### config.mk
export PLATFORM = sky130hd
export DESIGN_NAME = imem_loader
export DESIGN_NICKNAME = d
export VERILOG_FILES = /design/src/rtl/imem_loader.sv
export SDC_FILE = /design/constraint.sdc
export NUM_CORES = 1
export LEC_CHECK = 0
export ABC_AREA = 1
export BUFFER_PORTS_ARGS = -buffer_cell sky130_fd_sc_hd__buf_2
export CAP_MARGIN = 20
export CORE_MARGIN = 4
export CORE_UTILIZATION = 35
export CTS_BUF_LIST = sky130_fd_sc_hd__clkbuf_16
export DETAILED_ROUTE_END_ITERATION = 10
export HOLD_SLACK_MARGIN = 0.05
export PLACE_DENSITY = 0.63
export SETUP_SLACK_MARGIN = 0.02
export SLEW_MARGIN = 40
export SYNTH_ARGS = -nofsm -noshare
export SYNTH_HDL_FRONTEND = slang
export SYNTH_SLANG_ARGS = --single-unit
### constraint.sdc
create_clock -name clk_i -period 2.95 [get_ports clk_i]
set_input_delay 0.295 -clock clk_i [delete_from_list [all_inputs] [get_ports clk_i]]
set_output_delay 0.295 -clock clk_i [all_outputs]
set_load 0.02 [all_outputs]
### src/rtl/imem_loader.sv
// rtl/imem_loader.sv - boot-time loader assembling a framed byte stream into instruction memory words
// Header CNT_HI/CNT_LO, 4*N payload bytes MSB first, then an XOR checksum over the payload.
module imem_loader #(
  parameter int unsigned          ADDR_W    = 32,
  parameter logic [ADDR_W-1:0]    BASE_ADDR = '0,
  parameter int unsigned          MAX_WORDS = 256
) (
  input  logic              clk_i,
  input  logic              rst_n_i,
  input  logic              start_i,
  input  logic              in_valid_i,
  input  logic [7:0]        in_data_i,
  output logic              in_ready_o,
  output logic              we_o,
  output logic [ADDR_W-1:0] waddr_o,
  output logic [31:0]       wdata_o,
  output logic              core_run_o,
  output logic              err_o,
  output logic [15:0]       words_loaded_o
);

  typedef enum logic [2:0] {
    S_HDR_HI,
    S_HDR_LO,
    S_DATA,
    S_CHK,
    S_DONE,
    S_ERROR
  } state_e;

  state_e            state_q, state_d;
  logic [15:0]       cnt_q, cnt_d;
  logic [1:0]        bidx_q, bidx_d;
  logic [23:0]       asm_q, asm_d;
  logic [7:0]        chk_q, chk_d;
  logic [15:0]       words_q, words_d;
  logic [ADDR_W-1:0] waddr_q, waddr_d;
  logic [31:0]       wdata_q, wdata_d;
  logic              we_q, we_d;
  logic              ready_q, ready_d;
  logic              run_q, run_d;
  logic              err_q, err_d;

  logic              accept;
  logic [15:0]       n_hdr;

  assign accept = in_valid_i && ready_q;
  assign n_hdr  = {cnt_q[15:8], in_data_i};

  always_comb begin
    state_d = state_q;
    cnt_d   = cnt_q;
    bidx_d  = bidx_q;
    asm_d   = asm_q;
    chk_d   = chk_q;
    words_d = words_q;
    waddr_d = waddr_q;
    wdata_d = wdata_q;
    we_d    = 1'b0;
    run_d   = run_q;
    err_d   = err_q;

    case (state_q)
      S_HDR_HI: begin
        if (accept) begin
          cnt_d   = {in_data_i, 8'h00};
          state_d = S_HDR_LO;
        end
      end
      S_HDR_LO: begin
        if (accept) begin
          cnt_d  = n_hdr;
          bidx_d = 2'd0;
          if (n_hdr == 16'd0) begin
            state_d = S_CHK;
          end else if ({16'd0, n_hdr} > MAX_WORDS) begin
            state_d = S_ERROR;
            err_d   = 1'b1;
          end else begin
            state_d = S_DATA;
          end
        end
      end
      S_DATA: begin
        if (accept) begin
          asm_d  = {asm_q[15:0], in_data_i};
          chk_d  = chk_q ^ in_data_i;
          bidx_d = bidx_q + 2'd1;
          // Fourth byte completes a word: the write address is indexed by words already written.
          if (bidx_q == 2'd3) begin
            we_d    = 1'b1;
            wdata_d = {asm_q, in_data_i};
            waddr_d = BASE_ADDR + (ADDR_W'(words_q) << 2);
            words_d = words_q + 16'd1;
            if (words_d == cnt_q) begin
              state_d = S_CHK;
            end
          end
        end
      end
      S_CHK: begin
        if (accept) begin
          if (in_data_i == chk_q) begin
            state_d = S_DONE;
            run_d   = 1'b1;
          end else begin
            state_d = S_ERROR;
            err_d   = 1'b1;
          end
        end
      end
      S_DONE, S_ERROR: begin
        if (start_i) begin
          state_d = S_HDR_HI;
          cnt_d   = '0;
          bidx_d  = '0;
          chk_d   = '0;
          words_d = '0;
          waddr_d = BASE_ADDR;
          run_d   = 1'b0;
          err_d   = 1'b0;
        end
      end
      default: state_d = S_HDR_HI;
    endcase

    ready_d = (state_d == S_HDR_HI) || (state_d == S_HDR_LO) ||
              (state_d == S_DATA)   || (state_d == S_CHK);
  end

  always_ff @(posedge clk_i or negedge rst_n_i) begin
    if (!rst_n_i) begin
      state_q <= S_HDR_HI;
      cnt_q   <= '0;
      bidx_q  <= '0;
      asm_q   <= '0;
      chk_q   <= '0;
      words_q <= '0;
      waddr_q <= BASE_ADDR;
      wdata_q <= '0;
      we_q    <= 1'b0;
      ready_q <= 1'b0;
      run_q   <= 1'b0;
      err_q   <= 1'b0;
    end else begin
      state_q <= state_d;
      cnt_q   <= cnt_d;
      bidx_q  <= bidx_d;
      asm_q   <= asm_d;
      chk_q   <= chk_d;
      words_q <= words_d;
      waddr_q <= waddr_d;
      wdata_q <= wdata_d;
      we_q    <= we_d;
      ready_q <= ready_d;
      run_q   <= run_d;
      err_q   <= err_d;
    end
  end

  assign in_ready_o     = ready_q;
  assign we_o           = we_q;
  assign waddr_o        = waddr_q;
  assign wdata_o        = wdata_q;
  assign core_run_o     = run_q;
  assign err_o          = err_q;
  assign words_loaded_o = words_q;

endmodule

==> run metrics, run 1 <==
status finished clean; Reg power frac 0.400; cells after synthesis 667; area share of the leading cell type in the synthesized netlist 0.537; Initial Utilization 0.356; core area roughly 16000 µm²; first-pass GRT wire length around 23000 µm; Boundary Pins 96; Worst Hold Depth 3; Starting DRT DRC Count ~370; Rel. slew slack 0.501; Vias/cell between 4 and 5; post-synthesis sequential area ratio 0.537; Hold Buf Count CTS 1; clk slew on worst S/H paths approximately 0.05 ns; WHS ~0.23 ns; switch share 0.309; Multi-input gate area ~2100 µm²; worst setup path class register to register; GP Congestion about 0.9; vias in the first global route 4362; fraction of layout cells with a size suffix above 1 0.159; main area contributors after synthesis dfrtp_1, nand2_1, nand3_1, o21ai_0, inv_1; PD cells 739 nW/µm²; Reg area ~3000 µm²; Die H 135 µm; worst path required time 3.25 ns; Clock power frac 0.398; Slowest Stage Delay on Critical Path ~0.45 ns; GRT Total Usage 0.161; total power ~0.0050 W; CTS tree built; nets about 760; Core Util, Final 0.428; area grow syn2layout 20.1%; cell depth of the worst setup path 8; hold crit path type primary input to register; part of the power in combinational logic 0.202; P_sw roughly 0.0015 W; unrepaired setup endpoints after global routing no; Final Max Slew Viols 0; final setup fails 0; Worst Max-Slew Pin Slew approximately 0.74 ns; worst skew pair latency roughly 0.42 ns; DRT antenna net count 0; post-CTS sizing 0; DIE WIDTH 135 µm; GRT Residual Overflow 0; Clock Sinks roughly 120; Syn Area/Cell around 8.5 µm²; Max Root-Sink Buffers 2; Synth warnings 0; routed wire length ~14000 µm; Post-Place Cells approximately 940; wire length per cell 14.3 µm; Fillers ~1600; CP max stage cell nand2_1; cell taking the most area after synthesis dfrtp_1; max-cap violation count 0; Num CTS Buffers 17; leak pwr 3.45 nW; CP Launch Type register; Max VDD drop around 0.00043 V; post-CTS setup buffer count 0; largest net degree at the start of global routing 91; Mapped Area 5640 µm²; crit path DAT 2.43 ns; antenna cells 0; Period minus WS final about 2.1 ns; Setup crit end kind register; highest clock rate approximately 470 MHz; clock root buffer clkbuf_16; Port Buffer Count 79; CTS H-Tree Depth 4; endpoints failing hold 0; CP delay by family, top simple AND/OR/NAND/NOR gates; Buf+Inv Stages, Crit Path 2; period utilisation layout 0.720; final setup skew 0.00898 ns; die area between 15000 and 20000 µm²; Non-Filler Instances slightly below 1000; Cell Int Power 0.00346 W; final setup TNS 0 ns; Unique masters post-synth 32; HPWL Detailed ~10000 µm; DRC violations left 0; DR pass1 iterations 5; initial antenna violation count 0; Reg2Reg Depth 8; DR vias approximately 4600; # rows 46; synthesis-stage register bit count roughly 120; CP Max Fanout 18; critical-path cell list nor3_4 -> nand2_4 -> nor2_8 -> inv_2 -> nand2_1 -> nand2_1 -> o21ai_0 -> inv_1; most used cell, CP nand2_1
-- through the flow --
stage | worst slack [ns] | area [µm²]
2_1_floorplan | 1.23 | 5690
3_3_place_gp | 0.862 | 6170
3_5_place_dp | 0.786 | 6170
4_1_cts | 0.772 | 6750
5_1_grt | 0.628 | 6770
6_report | 0.826 | 6770
-- tightest hold or removal path: stages --
cell     delay [ns]
buf_2          0.15
nand3_1        0.08
o21ai_0        0.07
-- power by group through the flow --
stage                     clock network, W  registers, W  logic (W)
final                              0.00199       0.00200    0.00101
after global routing               0.00211       0.00203    0.00116
after CTS                          0.00203       0.00200    0.00102
after detailed placement                 0       0.00203    0.00101
after global placement                   0       0.00202    0.00100
after floorplan                          0       0.00201   0.000752
-- Yosys cell counts --
| cell type | count |
|---|---|
| inv_1 | 74 |
| nor3_2 | 1 |
| nand2_1 | 153 |
| inv_2 | 4 |
| o211ai_1 | 3 |
| o21ai_1 | 11 |
| dfrtp_1 | 121 |
| xor2_1 | 8 |
| nor2_1 | 28 |
| nor3_1 | 3 |
| ha_1 | 2 |
| o22ai_1 | 9 |
| a211oi_1 | 1 |
| clkbuf_1 | 13 |
| buf_1 | 1 |
| a21oi_1 | 7 |
| nor2_2 | 1 |
| nor3_4 | 1 |
| buf_2 | 6 |
| nor4_1 | 3 |
| nor2_8 | 1 |
| xnor2_1 | 5 |
| nand4_1 | 11 |
| xnor3_1 | 1 |
| clkinv_1 | 1 |
| nand3_1 | 89 |
| buf_4 | 16 |
| nand2_4 | 1 |
| buf_6 | 3 |
| conb_1 | 1 |
| o21ai_0 | 87 |
| nand3b_1 | 1 |
-- cell families after synthesis --
family / count (synthesis) / share of synthesized area
xor gates and xnor gates: 14 / 0.0242
adders and majority gates: 2 / 0.00444
AOI/OAI and AO/OA: 118 / 0.109
and+or+nand+nor: 293 / 0.230
DFF: 121 / 0.537
other: 1 / 0.000665
buffers and inverters: 118 / 0.0946
-- sequential cells by signal, summed over array words and instances (netlist names), 2 cells and up --
| signal | count |
|---|---|
| chk_q | 8 |
| words_loaded_o | 16 |
| waddr_o | 16 |
| state_q | 3 |
| wdata_o | 32 |
| cnt_q | 16 |
| asm_q | 24 |
| bidx_q | 2 |
-- cell type report --
cell class	count	share of cell area
inverter	79	0.0438
sequential	121	0.447
clock inverter	14	0.0207
tap	216	0.0399
clock buffer	17	0.0628
timing repair buffer	87	0.0704
multi-input combinational	443	0.315
-- cells in the final DEF (no fill, tap or decap), types with 2 or more instances in the layout --
cell type / n
xor2_1: 8
clkbuf_16: 17
buf_4: 6
clkinv_2: 4
o22ai_1: 9
ha_1: 2
conb_1: 16
xnor2_1: 5
inv_2: 4
inv_1: 76
nand3_1: 89
clkinv_1: 5
nand4_1: 11
nand2_1: 153
buf_2: 78
a21oi_1: 7
o211ai_1: 3
o21ai_1: 11
o21ai_0: 87
bufinv_16: 3
dfrtp_1: 121
nor2_2: 2
nor2_1: 27
nor4_1: 3
nor3_1: 3
-- per-layer routing --
metal,share of wire,track usage
met1,0.49,0.231
met2,0.44,0.237
met3,0.054,0.0358
met4,0.018,0.0611
met5,0,0
-- worst paths after layout --
path	end	startpoint	slack, ns
min reg2reg	wdata_o[26]$_DFFE_PN0P_	wdata_o[26]$_DFFE_PN0P_	0.46
max in group asynchronous	words_loaded_o[14]$_DFFE_PN0P_	rst_n_i	1.77
max	words_loaded_o[0]$_DFFE_PN0P_	state_q[2]$_DFF_PN0_	0.83
min	cnt_q[8]$_DFFE_PN0P_	in_data_i[0]	0.23
max reg2reg	words_loaded_o[0]$_DFFE_PN0P_	state_q[2]$_DFF_PN0_	0.83
min in group asynchronous	wdata_o[0]$_DFFE_PN0P_	rst_n_i	0.41
Note: power is estimated with default switching activity, not from simulation.
==> run 2: changes to the inputs <==
==> constraint.sdc (replaced) <==
create_clock -name clk_i -period 1.99 [get_ports clk_i]
set_input_delay 0.199 -clock clk_i [delete_from_list [all_inputs] [get_ports clk_i]]
set_output_delay 0.199 -clock clk_i [all_outputs]
set_load 0.02 [all_outputs]
==> run 2 against run 1 <==
Compared with the run above: non-clock buffer count grew 8; combinational power grew 56%; design area grew 1.4%; via count grew 1.3%; sequential share of layout area shrank 0.59 points; routed wire length grew 2.1%; first-iteration DRC count grew 8.8%; sequential power grew 49%; clock skew shrank 0.00096 ns; power grew 49%; critical endpoint is now state_q[0]$_DFF_PN0_; largest cell class unchanged; largest power group unchanged.
==> run metrics, run 2 (synthesis results as in run 1) <==
DR vias 4673; Initial Utilization 0.356; Non-Filler Instances 986; GRT Residual Overflow 0; clk slew on worst S/H paths roughly 0.060 ns; status finished clean; Starting DRT DRC Count 406; nets just under 800; CTS H-Tree Depth 4; final setup skew around 0.0080 ns; Die H approximately 130 µm; CP Max Fanout 7; antenna cells 0; wire length per cell approximately 15 µm; core area about 16000 µm²; period utilisation layout 0.903; post-CTS setup buffer count 0; Rel. slew slack 0.649; Max Root-Sink Buffers 2; area grow syn2layout 21.8%; CP Launch Type register; Port Buffer Count about 80; DRT antenna net count 0; Clock Sinks 121; # rows 46; Worst Hold Depth 3; hold crit path type primary input to register; HPWL Detailed just over 10000 µm; worst setup path class register to register; max reg flops 32; routed wire length around 14000 µm; Num CTS Buffers 17; leak pwr roughly 3.5 nW; first-pass GRT wire length between 20000 and 25000 µm; unrepaired setup endpoints after global routing yes; commonest non-fill, non-tap cell in the layout nand2_1; Max VDD drop just over 0.0007 V; DR pass1 iterations 5; vias in the first global route around 4500; endpoints failing hold 0; GP Congestion 0.920; max-cap violation count 0; Boundary Pins 96; fraction of layout cells with a size suffix above 1 0.181; highest clock rate about 560 MHz; crit path DAT 2.15 ns; PD cells ~1100 nW/µm²; DRC violations left 0; initial antenna violation count 0; largest net degree at the start of global routing slightly above 80; Reg2Reg Depth 10; worst skew pair latency 0.42 ns; clock root buffer clkbuf_16; Core Util, Final 0.434; DIE WIDTH 135 µm; CTS tree built; die area ~18000 µm²; Period minus WS final around 1.8 ns; final setup fails 0; GRT Total Usage 0.165; Worst Max-Slew Pin Slew ~0.53 ns; Setup crit end kind register; Final Max Slew Viols 0; Post-Place Cells 953; final setup TNS 0 ns; worst path required time approximately 2.4 ns; most frequent cells in the layout nand2_1, dfrtp_1, nand3_1; Vias/cell 4.74
## run 2: per-stage QoR
step	hold slack [ns]	total power [W]	cell area, µm²	setup WS, ns
2_1_floorplan	-0.0966	0.00410	5690	0.271
6_report	0.0939	0.00747	6870	0.194
5_1_grt	0.102	0.00790	6870	0.0195
3_3_place_gp	0.198	0.00457	6270	0.144
4_1_cts	0.0868	0.00753	6850	0.0791
3_5_place_dp	0.202	0.00459	6270	0.104
## run 2: path summary, 6_finish.rpt
path / to / slack, ns / start
setup / recovery: state_q[0]$_DFF_PN0_ / 0.19 / words_loaded_o[1]$_DFFE_PN0P_
setup reg to reg: state_q[0]$_DFF_PN0_ / 0.19 / words_loaded_o[1]$_DFFE_PN0P_
hold / removal: cnt_q[2]$_DFFE_PN0P_ / 0.09 / in_data_i[2]
max in group asynchronous: words_loaded_o[0]$_DFFE_PN0P_ / 1.05 / rst_n_i
min in group asynchronous: wdata_o[3]$_DFFE_PN0P_ / 0.28 / rst_n_i
hold reg to reg: wdata_o[31]$_DFFE_PN0P_ / 0.47 / wdata_o[31]$_DFFE_PN0P_
## run 2: worst max-delay path, stage by stage (launching register included)
cell and delay [ns]:
dfrtp_1 0.42, ha_1 0.23, nand3_1 0.13, nor2_4 0.21, xor2_1 0.23, nand2_1 0.07
nand2_1 0.07, nand3b_1 0.07, nor2_1 0.10, nand3_1 0.12, nand2_1 0.08
## run 2: report_power, final
part	switching [W]	internal [W]	total (W)
Clock	0.00110	0.00181	0.00292
Combinational	0.00106	0.000519	0.00158
Sequential	0.000212	0.00276	0.00298
## run 2: area by class of cell
class / count / area, µm²
Clock buffer: 17 / 425
Clock inverter: 15 / 136
Fill cell: 1619 / 8960
Inverter: 79 / 297
Multi-Input combinational cell: 443 / 2150
Sequential cell: 121 / 3030
Tap cell: 216 / 270
Timing Repair Buffer: 95 / 558
## run 2: what timing repair did
action                                  CTS  global route
resized for setup                         0             8
hold buffers                              1             0
endpoints found under the setup margin    0             6
endpoints found under the hold margin    31             0
## run 2: routing by layer
metal	routed length, µm	track usage
met1	6750	0.233
met2	6420	0.243
met3	843	0.0417
met4	298	0.0656
met5	0	0
==> run 3: changes to the inputs <==
==> constraint.sdc (replaced) <==
create_clock -name clk_i -period 2.15 [get_ports clk_i]
set_input_delay 0.215 -clock clk_i [delete_from_list [all_inputs] [get_ports clk_i]]
set_output_delay 0.215 -clock clk_i [all_outputs]
set_load 0.02 [all_outputs]
==> run 3 against run 2 <==
Compared with the run above: worst hold slack better by 0.040 ns; register-to-register slack about the same; via count fell by 1.2%; die area unchanged; cell count fell by 0.51%; highest routed layer unchanged; largest power group unchanged; critical endpoint unchanged; routed wire length down 2.6%; utilization is 0.50 points lower; first-iteration DRC count shrank 9.6%; global-route usage decreased by 0.50 points.
==> run metrics, run 3 (synthesis results as in run 1) <==
HPWL Detailed roughly 10000 µm; crit path DAT about 2.3 ns; largest net degree at the start of global routing 82; met3 Track Usage GR 0.0384; final setup fails 0; DR vias roughly 4600; final setup skew about 0.006 ns; commonest non-fill, non-tap cell in the layout nand2_1; Multi-input gate area around 2100 µm²; max reg flops 32; Max VDD drop 0.000596 V; switch share 0.319; core area 15800 µm²; hold crit path type primary input to register; Period minus WS final roughly 2 ns; first-pass GRT wire length 22900 µm; Clock Sinks 121; clk slew on worst S/H paths 0.05 ns; leak pwr approximately 3.5 nW; worst path required time 2.50 ns; fraction of layout cells with a size suffix above 1 0.165; wire length per cell about 14 µm; worst skew pair latency a little over 0.4 ns; Fillers roughly 1600; Reg area 3030 µm²; Clock power frac 0.374; critical-path cell list ha_1 -> nand3_1 -> nor2_4 -> nand3_1 -> nand2_1 -> nand2_1 -> nand2_1 -> nand3_1 -> nor2_1 -> nand3_1 -> nand2_1; PD cells 987 nW/µm²; Initial Utilization 0.356; CTS tree built; area grow syn2layout 20.4%; period utilisation layout 0.904; status finished clean; Max Root-Sink Buffers 2; part of the power in combinational logic 0.215; highest clock rate approximately 510 MHz; Setup crit end kind register; DIE WIDTH ~130 µm; met2 usage 0.238; Cell Int Power 0.00456 W; DR pass1 iterations 5; Starting DRT DRC Count 367; CP Max Fanout 7; CP max stage cell dfrtp_1; P_sw ~0.0021 W; # rows 46; routed wire length 13900 µm; setup slack, reg-to-reg 0.21 ns; antenna cells 0; GR peak layer met2; DRT antenna net count 0; clock root buffer clkbuf_16; die area 18200 µm²; unrepaired setup endpoints after global routing no; Port Buffer Count slightly below 80; GP Congestion 0.889; Core Util, Final 0.429; Num CTS Buffers 17; Worst Max-Slew Pin Slew 0.521 ns; Rel. slew slack 0.649; vias in the first global route between 4000 and 5000; initial antenna violation count 0; CTS H-Tree Depth 4; DRC violations left 0; Die H ~130 µm; CP Launch Type register; Boundary Pins between 90 and 100; most frequent cells in the layout nand2_1, dfrtp_1, nand3_1; Reg power frac 0.411; max-cap violation count 0; GRT Total Usage 0.160; Slowest Stage Delay on Critical Path 0.46 ns; worst setup path class register to register; endpoints failing hold 0; GR Util met1 0.228; nets about 770; Vias/cell roughly 4.7; final setup TNS 0 ns; Final Max Slew Viols 0; GRT Residual Overflow 0
## run 3: path summary, 6_finish.rpt
kind,start,endpoint,cells past startpoint
setup / recovery,words_loaded_o[0]$_DFFE_PN0P_,state_q[0]$_DFF_PN0_,11
hold / removal,in_data_i[2],cnt_q[2]$_DFFE_PN0P_,3
setup reg to reg,words_loaded_o[0]$_DFFE_PN0P_,state_q[0]$_DFF_PN0_,11
hold reg to reg,wdata_o[30]$_DFFE_PN0P_,wdata_o[30]$_DFFE_PN0P_,2
max in group asynchronous,rst_n_i,waddr_o[16]$_DFFE_PN0P_,3
min in group asynchronous,rst_n_i,wdata_o[3]$_DFFE_PN0P_,2
## run 3: layout make-up
class / instances / area share
Tap cell: 216 / 0.0398
Timing Repair Buffer: 91 / 0.0778
Multi-Input combinational cell: 443 / 0.316
Inverter: 79 / 0.0437
Clock buffer: 17 / 0.0627
Clock inverter: 14 / 0.0142
Sequential cell: 121 / 0.446
## run 3: critical path: cells and delay by family (launching register included)
family / cells / cell delay [ns]
flops: 1 / 0.46
simple gates: 10 / 1.15
fa+ha+maj: 1 / 0.27
## run 3: what timing repair did
item | 4_1_cts | 5_1_grt
setup endpoints to repair | 0 | 1
setup buffers | 0 | 0
hold buffers | 1 | 0
gates resized for setup | 0 | 2
endpoints found under the hold margin | 33 | 0
## run 3: power by group through the flow
stage	clock (W)	combinational, W	sequential, W
after floorplan	0	0.00103	0.00276
after detailed placement	0	0.00144	0.00279
after global placement	0	0.00142	0.00277
final	0.00251	0.00144	0.00275
after CTS	0.00255	0.00145	0.00275
after global routing	0.00267	0.00166	0.00279
## run 3: per-layer routing
metal / part of all wire / routed length [µm]
met4: 0.017 / 235
met1: 0.48 / 6730
met3: 0.060 / 838
met5: 0 / 0
met2: 0.44 / 6140
## run 3: metrics by stage
stage | power (W) | area, µm² | instances | setup slack, ns | hold slack (ns)
after floorplan | 0.00380 | 5690 | 682 | 0.431 | -0.0806
after global routing | 0.00711 | 6790 | 981 | 0.0568 | 0.137
after CTS | 0.00675 | 6780 | 981 | 0.148 | 0.114
final | 0.00670 | 6790 | 981 | 0.205 | 0.134
after detailed placement | 0.00423 | 6240 | 949 | 0.161 | 0.213
after global placement | 0.00420 | 6240 | 949 | 0.154 | 0.217
